`src/rtl/step_burst_gen.sv`:
```
// Step-pulse burst generator: emits N programmable-width step pulses, one per accepted
// divider tick, with a direction line latched and held stable for the whole burst.
module step_burst_gen #(
    parameter int CNT_W     = 32,
    parameter int PW_W      = 8,
    parameter int SETUP_CYC = 4
) (
    input  logic             clk,
    input  logic             reset_n,
    input  logic             tick,
    input  logic             start,
    input  logic             abort,
    input  logic             dir_in,
    input  logic [CNT_W-1:0] steps_in,
    input  logic [PW_W-1:0]  pulse_len,
    output logic             step,
    output logic             dir,
    output logic             busy,
    output logic             done,
    output logic [CNT_W-1:0] remaining
);

    localparam int SC_W = (SETUP_CYC < 2) ? 1 : $clog2(SETUP_CYC + 1);
    localparam logic [SC_W-1:0] SETUP_LOAD = SC_W'(SETUP_CYC);

    typedef enum logic [2:0] {
        S_IDLE,
        S_SETUP,
        S_WAIT_TICK,
        S_PULSE,
        S_DONE
    } state_t;

    state_t           r_state;
    state_t           w_state_nxt;
    logic [SC_W-1:0]  r_setup_cnt;
    logic [SC_W-1:0]  w_setup_cnt_nxt;
    logic [PW_W-1:0]  r_plen;
    logic [PW_W-1:0]  w_plen_nxt;
    logic [PW_W-1:0]  r_width_cnt;
    logic [PW_W-1:0]  w_width_cnt_nxt;
    logic [CNT_W-1:0] r_remaining;
    logic [CNT_W-1:0] w_remaining_nxt;
    logic             r_step;
    logic             w_step_nxt;
    logic             r_dir;
    logic             w_dir_nxt;
    logic             r_busy;
    logic             w_busy_nxt;
    logic             r_done;
    logic             w_done_nxt;
    logic [PW_W-1:0]  w_plen_eff;

    // A zero width would never let the pulse end, so it is stretched to one cycle.
    assign w_plen_eff = (pulse_len == '0) ? PW_W'(1) : pulse_len;

    // NOTE: counters and latched fields are reset too, so the block leaves reset in a
    // fully known state even if software reads remaining before the first burst.
    always_ff @(posedge clk or negedge reset_n) begin
        if (!reset_n) begin
            r_state     <= S_IDLE;
            r_setup_cnt <= '0;
            r_plen      <= '0;
            r_width_cnt <= '0;
            r_remaining <= '0;
            r_step      <= 1'b0;
            r_dir       <= 1'b0;
            r_busy      <= 1'b0;
            r_done      <= 1'b0;
        end else begin
            // NOTE: non-blocking here so every register samples the pre-edge values.
            r_state     <= w_state_nxt;
            r_setup_cnt <= w_setup_cnt_nxt;
            r_plen      <= w_plen_nxt;
            r_width_cnt <= w_width_cnt_nxt;
            r_remaining <= w_remaining_nxt;
            r_step      <= w_step_nxt;
            r_dir       <= w_dir_nxt;
            r_busy      <= w_busy_nxt;
            r_done      <= w_done_nxt;
        end
    end

    always_comb begin
        // NOTE: every target gets a default first; a missed branch would infer a latch.
        w_state_nxt     = r_state;
        w_setup_cnt_nxt = r_setup_cnt;
        w_plen_nxt      = r_plen;
        w_width_cnt_nxt = r_width_cnt;
        w_remaining_nxt = r_remaining;
        w_step_nxt      = r_step;
        w_dir_nxt       = r_dir;
        w_busy_nxt      = r_busy;
        w_done_nxt      = 1'b0;

        case (r_state)
            S_IDLE: begin
                if (start && !abort) begin
                    w_dir_nxt = dir_in;
                    if (steps_in != '0) begin
                        w_state_nxt     = S_SETUP;
                        w_setup_cnt_nxt = SETUP_LOAD;
                        w_plen_nxt      = w_plen_eff;
                        w_remaining_nxt = steps_in;
                        w_busy_nxt      = 1'b1;
                    end else begin
                        w_state_nxt     = S_DONE;
                        w_remaining_nxt = '0;
                        w_done_nxt      = 1'b1;
                    end
                end
            end

            S_SETUP: begin
                if (abort) begin
                    w_state_nxt = S_IDLE;
                    w_busy_nxt  = 1'b0;
                end else if (r_setup_cnt == SC_W'(1)) begin
                    w_state_nxt = S_WAIT_TICK;
                end else begin
                    w_setup_cnt_nxt = r_setup_cnt - SC_W'(1);
                end
            end

            S_WAIT_TICK: begin
                if (abort) begin
                    w_state_nxt = S_IDLE;
                    w_busy_nxt  = 1'b0;
                end else if (tick) begin
                    w_state_nxt     = S_PULSE;
                    w_step_nxt      = 1'b1;
                    w_width_cnt_nxt = r_plen;
                end
            end

            S_PULSE: begin
                if (abort) begin
                    // The interrupted pulse is not counted: remaining stays put.
                    w_state_nxt = S_IDLE;
                    w_step_nxt  = 1'b0;
                    w_busy_nxt  = 1'b0;
                end else if (r_width_cnt == PW_W'(1)) begin
                    w_step_nxt = 1'b0;
                    if (r_remaining != '0) begin
                        w_remaining_nxt = r_remaining - CNT_W'(1);
                    end
                    if (r_remaining <= CNT_W'(1)) begin
                        w_state_nxt = S_DONE;
                        w_busy_nxt  = 1'b0;
                        w_done_nxt  = 1'b1;
                    end else begin
                        w_state_nxt = S_WAIT_TICK;
                    end
                end else begin
                    w_width_cnt_nxt = r_width_cnt - PW_W'(1);
                end
            end

            S_DONE: begin
                w_state_nxt = S_IDLE;
            end

            default: begin
                w_state_nxt = S_IDLE;
                w_step_nxt  = 1'b0;
                w_busy_nxt  = 1'b0;
            end
        endcase
    end

    assign step      = r_step;
    assign dir       = r_dir;
    assign busy      = r_busy;
    assign done      = r_done;
    assign remaining = r_remaining;

    // A step pulse is only ever driven inside a burst, and done is a single-cycle strobe.
    a_step_in_burst : assert property (@(posedge clk) disable iff (!reset_n) r_step |-> r_busy);
    a_done_strobe   : assert property (@(posedge clk) disable iff (!reset_n) r_done |=> !r_done);

endmodule
```
`config.mk`:
```
export PLATFORM = sky130hd
export DESIGN_NAME = step_burst_gen
export DESIGN_NICKNAME = d
export VERILOG_FILES = /design/src/rtl/step_burst_gen.sv
export SDC_FILE = /design/constraint.sdc
export NUM_CORES = 1
export LEC_CHECK = 0
export BUFFER_PORTS_ARGS = -buffer_cell sky130_fd_sc_hd__buf_2
export CAP_MARGIN = 10
export CORE_MARGIN = 8
export CORE_UTILIZATION = 45
export DETAILED_ROUTE_END_ITERATION = 16
export PLACE_DENSITY_LB_ADDON = 0.05
export SLEW_MARGIN = 20
export SYNTH_ARGS = -nofsm -noshare
export SYNTH_HDL_FRONTEND = slang
export SYNTH_SLANG_ARGS = --single-unit
```
`constraint.sdc`:
```
create_clock -name clk -period 2.5 [get_ports clk]
set_clock_uncertainty 0.15 [all_clocks]
set_input_delay 0.5 -clock clk [delete_from_list [all_inputs] [get_ports clk]]
set_output_delay 0.5 -clock clk [all_outputs]
set_load 0.03 [all_outputs]
```
==> flow_metrics.py, run 1 <==
metrics = {
    "floorplan": {
        "die_area_sq_um": 11400,
        "io_pins": 82,
        "die_w_microns": 107,
        "placeable_area_sq_um": 8090,
        "die_boundary_height_microns": 107,
        "initial_utilization": 0.459,
        "floorplan.rows": 33,
    },
    "power_and_ir_drop": {
        "power.sequential.fraction": 0.314,
        "p_int_mw": 3.07,
        "p_comb_frac": 0.537,
        "power_switching_share": 0.477,
        "clock_power_share": 0.149,
        "pwr_density_cell_nw_per_um2": 1210,
        "leakagePower_nw": 2.01,
        "switching_power_of_the_nets_mw": 2.80,
        "finalPower_mw": 5.87,
        "power.ir.vdd_worst_mv": 0.622,
    },
    "min_path": {
        "hold_start": "dir_in",
        "holdCritPathClass": "in2reg",
        "hold-path-cell-count": 3,
    },
    "final_layout": {
        "synthToLayoutAreaGrowth_pct": 29.9,
        "final_layout_size_suffix_gt1_frac": 0.321,
        "area_occupied_by_multi_input_gates_sq_um": 2140,
        "diodes": 0,
        "mostFrequentLayoutCell": "buf_2",
        "instances_no_fill": 672,
        "layout.area.seq_sq_um": 1460,
        "fin_nets": 616,
        "layout.filler_cells": 807,
        "most-common-layout-cells": "81 x buf_2, 56 x buf_4, 55 x dfrtp_1",
    },
    "logic_synthesis": {
        "syn-instance-count": 443,
        "synth_edf_count": 0,
        "avgSynthCellArea_sq_um": 8.39,
        "synth_flop_cell": "dfrtp_1",
        "yosysWarnings": 0,
        "synth-seq-area-share": 0.390,
        "post_synth_num_cell_types": 62,
        "synth_fp_nets": 496,
        "synth.ff_latch_count": 58,
        "synthArstFlopShare": 1.00,
        "synth_area_sq_um": 3720,
    },
    "setup_path": {
        "timing.critical_path.to_type": "flop",
        "slowest_stage": "or4_4",
        "critPathLaunchType": "flop",
        "path_cells": "or4_4 -> or3_4 -> or3_4 -> nand2_2 -> o221ai_1",
        "worst_path_most_repeated_cell": "or3_4",
        "critPathMaxStageDelay_ns": 0.55,
        "critical_path_required_ns": 2.55,
        "worst-path-max-fanout": 13,
        "crit_path_start": "remaining[26]",
        "worstPathArrival_ns": 2.46,
        "timing_worst_setup_path_type": "reg2reg",
        "critical_path.reg2reg.startpoint": "remaining[26]",
        "reg2reg_depth": 5,
    },
    "global_routing": {
        "grtUsageMet2": 0.326,
        "antenna_found_initial": 0,
        "global_route.usage.total": 0.217,
        "groute.layer.met3.usage": 0.0450,
        "grt_pass1_wl_mm": 20.0,
        "grt_overflow_total": 0,
        "grt_max_degree": 36,
        "grt-busiest-layer": "met2",
        "groute.layer.met1.usage": 0.302,
        "grt_pass1_vias": 3925,
    },
    "timing": {
        "max_freq_mhz": 415,
        "report.final.setup_viol": 0,
        "final.setup.worst_slack_ns": 0.0901,
        "fin_crit_sh": 0.964,
        "setup_repair_after_global_routing_missed_its_margin": "no",
        "min_tclk_post_route_ns": 2.41,
        "tightest_slew_ns": 0.551,
        "final.hold.worst_slack_ns": 0.219,
        "slew-limit-headroom": 0.632,
        "maxSlewViolCount": 0,
        "final_hold_viol_count": 0,
    },
    "run": {
        "max-cap-violations": 0,
    },
    "routing": {
        "final_antenna_net_count": 0,
        "drt_iter0_markers": 275,
        "via_count": 4116,
        "drt_drc_violations_left": 0,
        "route.detailed.wl_per_inst_microns": 18.4,
        "drt-vias-per-instance": 6.13,
        "routed_wirelength_mm": 12.4,
        "drtPass1Iterations": 5,
    },
    "placement": {
        "io_buf_count": 81,
        "gp_congestion": 0.900,
        "place.detailed.instances": 654,
        "dp_slack_ns": 0.0615,
        "place_hpwl_mm": 9.39,
    },
    "clocking": {
        "clock_tree.buffer_depth": 2,
        "ctsHtreeMaxLevel": 3,
        "clk-insertion-delay-late_ns": 0.34,
        "cts_inserted_buffers": 9,
        "clkSinkCount": 58,
        "cts_tree": "yes",
        "ctsRootBufferMaster": "clkbuf_8",
        "cts.reportedPaths.clkPinSlew_ns": 0.07,
    },
    "status": {
        "outcome": "completed",
    },
}
==> worst paths after layout <==
path	to	slack, ns
min in group asynchronous	remaining[27]	0.52
max in group asynchronous	remaining[23]	0.98
setup / recovery	remaining[25]	0.09
hold reg to reg	dir	0.33
setup reg to reg	remaining[25]	0.09
hold / removal	dir	0.22
==> repair_timing <==
item | in CTS | in global routing
gates resized for setup | 0 | 4
setup endpoints to repair | 0 | 20
hold buffers | 1 | 0
setup buffers | 0 | 2
endpoints found under the hold margin | 8 | 0
==> synth_stat cells (5+ instances only) <==
| library cell | count | share of area |
|---|---|---|
| nor4_1 | 20 | 0.034 |
| nand2_1 | 41 | 0.041 |
| o31ai_1 | 6 | 0.012 |
| mux2_2 | 8 | 0.024 |
| nand4_1 | 12 | 0.020 |
| a31oi_1 | 13 | 0.022 |
| nor2_1 | 30 | 0.030 |
| o21ai_0 | 36 | 0.048 |
| o211ai_1 | 5 | 0.010 |
| o22ai_1 | 9 | 0.015 |
| a211oi_1 | 6 | 0.012 |
| a21oi_1 | 34 | 0.046 |
| nand2b_1 | 8 | 0.013 |
| ha_1 | 7 | 0.024 |
| or3_1 | 9 | 0.015 |
| nor3_1 | 17 | 0.023 |
| dfrtp_1 | 58 | 0.39 |
| inv_1 | 10 | 0.010 |
| clkbuf_1 | 24 | 0.024 |
| nand3_1 | 18 | 0.024 |
==> sequential cells by signal, indices dropped and copies added (netlist names) <==
signal / count
busy: 1
dir: 1
done: 1
r_plen: 8
r_setup_cnt: 3
r_state: 3
r_width_cnt: 8
remaining: 32
step: 1
==> critical path: cells and delay by family, from the launching register on <==
family,cells,cell delay [ns]
DFF,1,0.40
AOI/OAI and AO/OA,1,0.18
and+or+nand+nor,4,1.54
==> through the flow <==
step | instance area (sq um) | setup TNS (ns) | util
2_1_floorplan | 3760 | -0.380 | -
6_report | 4830 | 0 | 0.597
3_3_place_gp | 4600 | 0 | 0.568
4_1_cts | 4800 | 0 | 0.593
3_5_place_dp | 4600 | 0 | 0.568
5_1_grt | 4830 | 0 | 0.597
==> kinds of logic after synthesis <==
group / after synthesis / share of synthesized area
and+or+nand+nor: 180 / 0.259
AOI/OAI and AO/OA: 149 / 0.256
DFF: 58 / 0.390
buffers and inverters: 41 / 0.0468
muxes: 8 / 0.0242
adders and majority gates: 7 / 0.0236
==> metal layers <==
| layer | share of wire | vias up |
|---|---|---|
| li1 | - | 1944 |
| met2 | 0.43 | 188 |
| met3 | 0.085 | 22 |
| met5 | 0 | - |
| met4 | 0.018 | 0 |
| met1 | 0.46 | 1962 |
==> power by group through the flow <==
stage	Clock (mW)	Combinational, mW	Sequential, mW
after global routing	0.923	3.45	1.90
after floorplan	0	1.42	2.35
final	0.872	3.15	1.84
after CTS	0.889	3.14	1.82
after detailed placement	0	3.12	1.84
after global placement	0	3.09	1.83
==> cell type report <==
class / count / share of cell area
timing repair buffer: 140 / 0.181
clock inverter: 5 / 0.0114
sequential: 58 / 0.301
clock buffer: 10 / 0.0285
inverter: 10 / 0.00777
multi-input combinational: 344 / 0.442
tap: 105 / 0.0272
(Power assumes the default switching activity.)
==> run 2, diff against run 1 <==
--- a/config.mk
+++ b/config.mk
@@ -7,9 +7,12 @@
 export LEC_CHECK = 0
 export BUFFER_PORTS_ARGS = -buffer_cell sky130_fd_sc_hd__buf_2
 export CAP_MARGIN = 10
+export CELL_PAD_IN_SITES_DETAIL_PLACEMENT = 0
+export CELL_PAD_IN_SITES_GLOBAL_PLACEMENT = 1
 export CORE_MARGIN = 8
-export CORE_UTILIZATION = 45
+export CORE_UTILIZATION = 37
 export DETAILED_ROUTE_END_ITERATION = 16
+export MAX_ROUTING_LAYER = met4
 export PLACE_DENSITY_LB_ADDON = 0.05
 export SLEW_MARGIN = 20
 export SYNTH_ARGS = -nofsm -noshare
==> run 2 against run 1 <==
Against the previous run: sequential share of layout area shrank 0.54 points; critical path type unchanged; final cell count grew 3.9%; highest routed layer unchanged; critical endpoint is now busy; largest power group unchanged; maximum frequency shrank 0.92%.
==> flow_metrics.py, run 2 (same netlist as run 1, synthesis figures left out) <==
metrics = {
    "routing": {
        "drt-vias-per-instance": 5.67,
        "route.detailed.wl_per_inst_microns": 18.7,
        "drt_drc_violations_left": 0,
        "drtPass1Iterations": 4,
        "routed_wirelength_mm": 13.0,
        "via_count": 3961,
        "drt_iter0_markers": 216,
        "final_antenna_net_count": 0,
    },
    "setup_path": {
        "timing.critical_path.to_type": "flop",
        "worstPathArrival_ns": 2.51,
        "critical_path_required_ns": 2.58,
        "worst-path-max-fanout": 4,
        "critPathLaunchType": "flop",
        "timing_worst_setup_path_type": "reg2reg",
    },
    "clocking": {
        "ctsRootBufferMaster": "clkbuf_8",
        "cts.reportedPaths.clkPinSlew_ns": 0.08,
        "clkSinkCount": 58,
        "cts_tree": "yes",
        "cts_inserted_buffers": 9,
        "clock_tree.buffer_depth": 2,
        "ctsHtreeMaxLevel": 3,
        "clk-insertion-delay-late_ns": 0.34,
    },
    "final_layout": {
        "diodes": 0,
        "largest_register_ffs": 32,
        "synthToLayoutAreaGrowth_pct": 32.3,
        "mostFrequentLayoutCell": "buf_2",
        "most-common-layout-cells": "81 x buf_2, 55 x dfrtp_1, 51 x buf_4",
        "fin_nets": 613,
        "instances_no_fill": 698,
        "final_layout_size_suffix_gt1_frac": 0.317,
    },
    "placement": {
        "place.detailed.instances": 681,
        "io_buf_count": 81,
        "gp_congestion": 0.830,
        "dp_slack_ns": 0.0618,
        "place_hpwl_mm": 9.81,
    },
    "global_routing": {
        "grt_pass1_wl_mm": 20.8,
        "grt_overflow_total": 0,
        "grt_pass1_vias": 4001,
        "global_route.usage.total": 0.202,
        "antenna_found_initial": 0,
        "grt_max_degree": 41,
    },
    "floorplan": {
        "die_boundary_height_microns": 116,
        "die_w_microns": 116,
        "die_area_sq_um": 13500,
        "initial_utilization": 0.380,
        "placeable_area_sq_um": 9770,
        "io_pins": 82,
        "floorplan.rows": 36,
    },
    "status": {
        "outcome": "completed",
    },
    "power_and_ir_drop": {
        "power.ir.vdd_worst_mv": 0.485,
        "pwr_density_cell_nw_per_um2": 1230,
        "leakagePower_nw": 2.03,
    },
    "timing": {
        "final.setup.worst_slack_ns": 0.0676,
        "tightest_slew_ns": 0.903,
        "fin_crit_sh": 0.973,
        "setup_repair_after_global_routing_missed_its_margin": "no",
        "final_hold_viol_count": 0,
        "max_freq_mhz": 411,
        "maxSlewViolCount": 0,
        "report.final.setup_viol": 0,
        "min_tclk_post_route_ns": 2.43,
        "slew-limit-headroom": 0.390,
    },
    "min_path": {
        "holdCritPathClass": "in2reg",
    },
    "run": {
        "max-cap-violations": 0,
    },
}
[run 2: changes by cell type in the layout (fill, tap and decap cells not counted), moves of 2 or more]
cell and change:
clkinv_2 -2, bufinv_16 +2, buf_4 -5, buf_12 +2, inv_6 +2
[run 2: final cells by class]
cell class / count / area (sq um)
Fill cell: 977 / 4860
Multi-Input combinational cell: 344 / 2130
Sequential cell: 58 / 1460
Timing Repair Buffer: 137 / 878
Tap cell: 133 / 166
Clock buffer: 9 / 124
Clock inverter: 7 / 124
Inverter: 10 / 37.5
[run 2: final timing paths]
| check | endpoint | slack [ns] | from | depth (start not counted) |
|---|---|---|---|---|
| worst max-delay path | busy | 0.07 | remaining[27] | 6 |
| worst max register to register | busy | 0.07 | remaining[27] | 6 |
| worst min register to register | r_setup_cnt[2] | 0.33 | r_setup_cnt[2] | 1 |
| max in group asynchronous | remaining[17] | 1.09 | reset_n | 3 |
| min in group asynchronous | remaining[31] | 0.50 | reset_n | 2 |
| worst min-delay path | dir | 0.21 | dir_in | 3 |
[run 2: per-stage QoR]
| stage | power, mW | utilization | setup TNS, ns | hold slack, ns | cell area, sq um |
|---|---|---|---|---|---|
| 5_1_grt | 6.48 | 0.503 | 0 | 0.218 | 4920 |
| 3_3_place_gp | 4.92 | 0.476 | 0 | 0.303 | 4650 |
| 2_1_floorplan | 3.76 | - | -0.380 | 0.0544 | 3760 |
| 4_1_cts | 6.09 | 0.502 | 0 | 0.197 | 4910 |
| 6_report | 6.07 | 0.503 | 0 | 0.207 | 4920 |
| 3_5_place_dp | 4.96 | 0.476 | 0 | 0.314 | 4650 |
[run 2: what timing repair did]
item | 4_1_cts | 5_1_grt
setup buffers | 0 | 0
endpoints found under the setup margin | 0 | 5
endpoints found under the hold margin | 18 | 0
hold buffers | 1 | 0
resized for setup | 0 | 3
[run 2: worst max-delay path: stages, from the launching register on]
cell     delay, ns
dfrtp_2       0.42
or4_4         0.53
or3_1         0.39
nor4_2        0.34
buf_4         0.18
nand4_1       0.08
a31o_2        0.24
[run 2: metal layers]
metal,wire (microns),track usage,part of all wire,vias to the layer above
li1,-,-,-,1942
met1,6440,0.278,0.49,1904
met2,5800,0.301,0.45,106
met3,625,0.0279,0.048,9
met4,157,0.0605,0.012,0
met5,0,-,0,-
[run 2: power breakdown]
| part | internal (mW) | switching [mW] | leakage [nW] | total (mW) |
|---|---|---|---|---|
| logic | 1.18 | 1.94 | 1.23 | 3.12 |
| clock network | 0.671 | 0.433 | 0.120 | 1.10 |
| registers | 1.38 | 0.460 | 0.684 | 1.84 |
| total | 3.23 | 2.83 | 2.03 | 6.07 |
==> run 3, diff against run 2 <==
--- a/config.mk
+++ b/config.mk
@@ -5,13 +5,13 @@
 export SDC_FILE = /design/constraint.sdc
 export NUM_CORES = 1
 export LEC_CHECK = 0
-export BUFFER_PORTS_ARGS = -buffer_cell sky130_fd_sc_hd__buf_2
 export CAP_MARGIN = 10
 export CELL_PAD_IN_SITES_DETAIL_PLACEMENT = 0
 export CELL_PAD_IN_SITES_GLOBAL_PLACEMENT = 1
 export CORE_MARGIN = 8
-export CORE_UTILIZATION = 37
+export CORE_UTILIZATION = 43
 export DETAILED_ROUTE_END_ITERATION = 16
+export DONT_BUFFER_PORTS = 1
 export MAX_ROUTING_LAYER = met4
 export PLACE_DENSITY_LB_ADDON = 0.05
 export SLEW_MARGIN = 20
==> run 3 against run 2 <==
Against the previous run: utilization grew 2.5 points; sequential power shrank 4%; routed wire length shrank 2.6%; register-to-register slack is essentially flat; setup slack lost 0.010 ns; critical path type unchanged.
==> flow_metrics.py, run 3 (same netlist as run 1, synthesis figures left out) <==
metrics = {
    "timing": {
        "final_hold_viol_count": 0,
        "report.final.setup_viol": 0,
        "fin_crit_sh": 0.977,
        "slew-limit-headroom": 0.620,
        "min_tclk_post_route_ns": 2.44,
        "final.hold.worst_slack_ns": 0.109,
        "final.setup.worst_slack_ns": 0.0572,
        "max_freq_mhz": 409,
        "setup_repair_after_global_routing_missed_its_margin": "no",
        "maxSlewViolCount": 0,
        "tightest_slew_ns": 0.567,
    },
    "setup_path": {
        "timing.critical_path.to_type": "flop",
        "critPathLaunchType": "flop",
        "worst-path-max-fanout": 13,
        "timing_worst_setup_path_type": "reg2reg",
        "worstPathArrival_ns": 2.50,
        "critical_path_required_ns": 2.56,
    },
    "routing": {
        "final_antenna_net_count": 0,
        "drtPass1Iterations": 4,
        "via_count": 3829,
        "drt-vias-per-instance": 6.33,
        "drt_drc_violations_left": 0,
        "routed_wirelength_mm": 12.7,
        "drt_iter0_markers": 206,
        "route.detailed.wl_per_inst_microns": 21.0,
    },
    "floorplan": {
        "initial_utilization": 0.435,
        "io_pins": 82,
        "die_w_microns": 109,
        "die_boundary_height_microns": 109,
        "placeable_area_sq_um": 8550,
        "floorplan.rows": 34,
        "die_area_sq_um": 11900,
    },
    "clocking": {
        "cts_inserted_buffers": 9,
        "ctsHtreeMaxLevel": 3,
        "clkSinkCount": 58,
        "ctsRootBufferMaster": "clkbuf_8",
        "clock_tree.buffer_depth": 2,
        "cts_tree": "yes",
        "clk-insertion-delay-late_ns": 0.35,
        "cts.reportedPaths.clkPinSlew_ns": 0.08,
    },
    "final_layout": {
        "fin_nets": 545,
        "mostFrequentLayoutCell": "buf_4",
        "instances_no_fill": 605,
        "layout.area.seq_sq_um": 1460,
        "finalCoreUtilization": 0.528,
        "diodes": 0,
        "largest_register_ffs": 32,
        "layout.filler_cells": 825,
        "area_occupied_by_multi_input_gates_sq_um": 2150,
        "final_layout_size_suffix_gt1_frac": 0.225,
        "most-common-layout-cells": "67 x buf_4, 55 x dfrtp_1, 41 x nand2_1",
        "synthToLayoutAreaGrowth_pct": 21.5,
        "finish.instance_area_sq_um": 4520,
    },
    "placement": {
        "place_hpwl_mm": 9.27,
        "place.detailed.instances": 587,
        "gp_congestion": 0.849,
        "io_buf_count": 0,
        "dp_slack_ns": 0.0422,
        "dpl_cell_area_sq_um": 4250,
    },
    "global_routing": {
        "grt_pass1_vias": 3795,
        "grt_pass1_wl_mm": 20.3,
        "grt_max_degree": 59,
        "grt_overflow_total": 0,
        "global_route.usage.total": 0.226,
        "antenna_found_initial": 0,
    },
    "power_and_ir_drop": {
        "leakagePower_nw": 1.75,
        "pwr_density_cell_nw_per_um2": 1280,
        "power.ir.vdd_worst_mv": 0.461,
    },
    "run": {
        "max-cap-violations": 0,
    },
    "status": {
        "outcome": "completed",
    },
    "min_path": {
        "holdCritPathClass": "in2reg",
    },
}
==> run 3: path summary, 6_finish.rpt <==
check | slack [ns] | endpoint | cells past startpoint | start
worst max register to register | 0.06 | remaining[25] | 5 | remaining[26]
min in group asynchronous | 0.58 | remaining[26] | 2 | reset_n
worst max-delay path | 0.06 | remaining[25] | 5 | remaining[26]
max in group asynchronous | 1.36 | remaining[18] | 2 | reset_n
worst min register to register | 0.35 | r_setup_cnt[1] | 2 | r_setup_cnt[1]
worst min-delay path | 0.11 | dir | 2 | dir_in
==> run 3: worst max-delay path, stage by stage (launching register included) <==
cell	delay, ns
dfrtp_2	0.40
or4_4	0.55
or3_4	0.36
or3_4	0.38
nand2_2	0.29
o221ai_1	0.18
==> run 3: metrics by stage <==
stage                     setup TNS, ns  power, mW
after floorplan                  -0.380       3.76
after global placement                0       4.79
after detailed placement              0       4.84
after CTS                             0       5.79
after global routing                  0       6.21
final                                 0       5.78
==> run 3: routing by layer <==
layer,share of wire,global-route usage,vias up
met1,0.44,0.297,1866
met4,0.013,0.0762,0
met3,0.10,0.0686,17
met5,0,-,-
met2,0.44,0.324,146
li1,-,-,1800
==> run 3: report_power, final <==
group	total, mW	internal [mW]	leakage, nW	switching, mW
logic	3.12	1.14	0.975	1.98
registers	1.76	1.38	0.684	0.374
clock network	0.907	0.466	0.0921	0.440
==> run 3: layout make-up <==
| type | instances | area share |
|---|---|---|
| multi-input cells | 344 | 0.475 |
| flip-flops and latches | 58 | 0.322 |
| repair buffers | 69 | 0.120 |
| well taps | 108 | 0.0299 |
| clock buffers | 9 | 0.0274 |
| clock inverters | 7 | 0.0174 |
| inverters | 10 | 0.00831 |
==> run 3: what timing repair did <==
action | in CTS | in global routing
setup buffers | 0 | 0
endpoints found under the setup margin | 0 | 17
gates resized for setup | 0 | 4
endpoints found under the hold margin | 58 | 0
hold buffers | 2 | 0
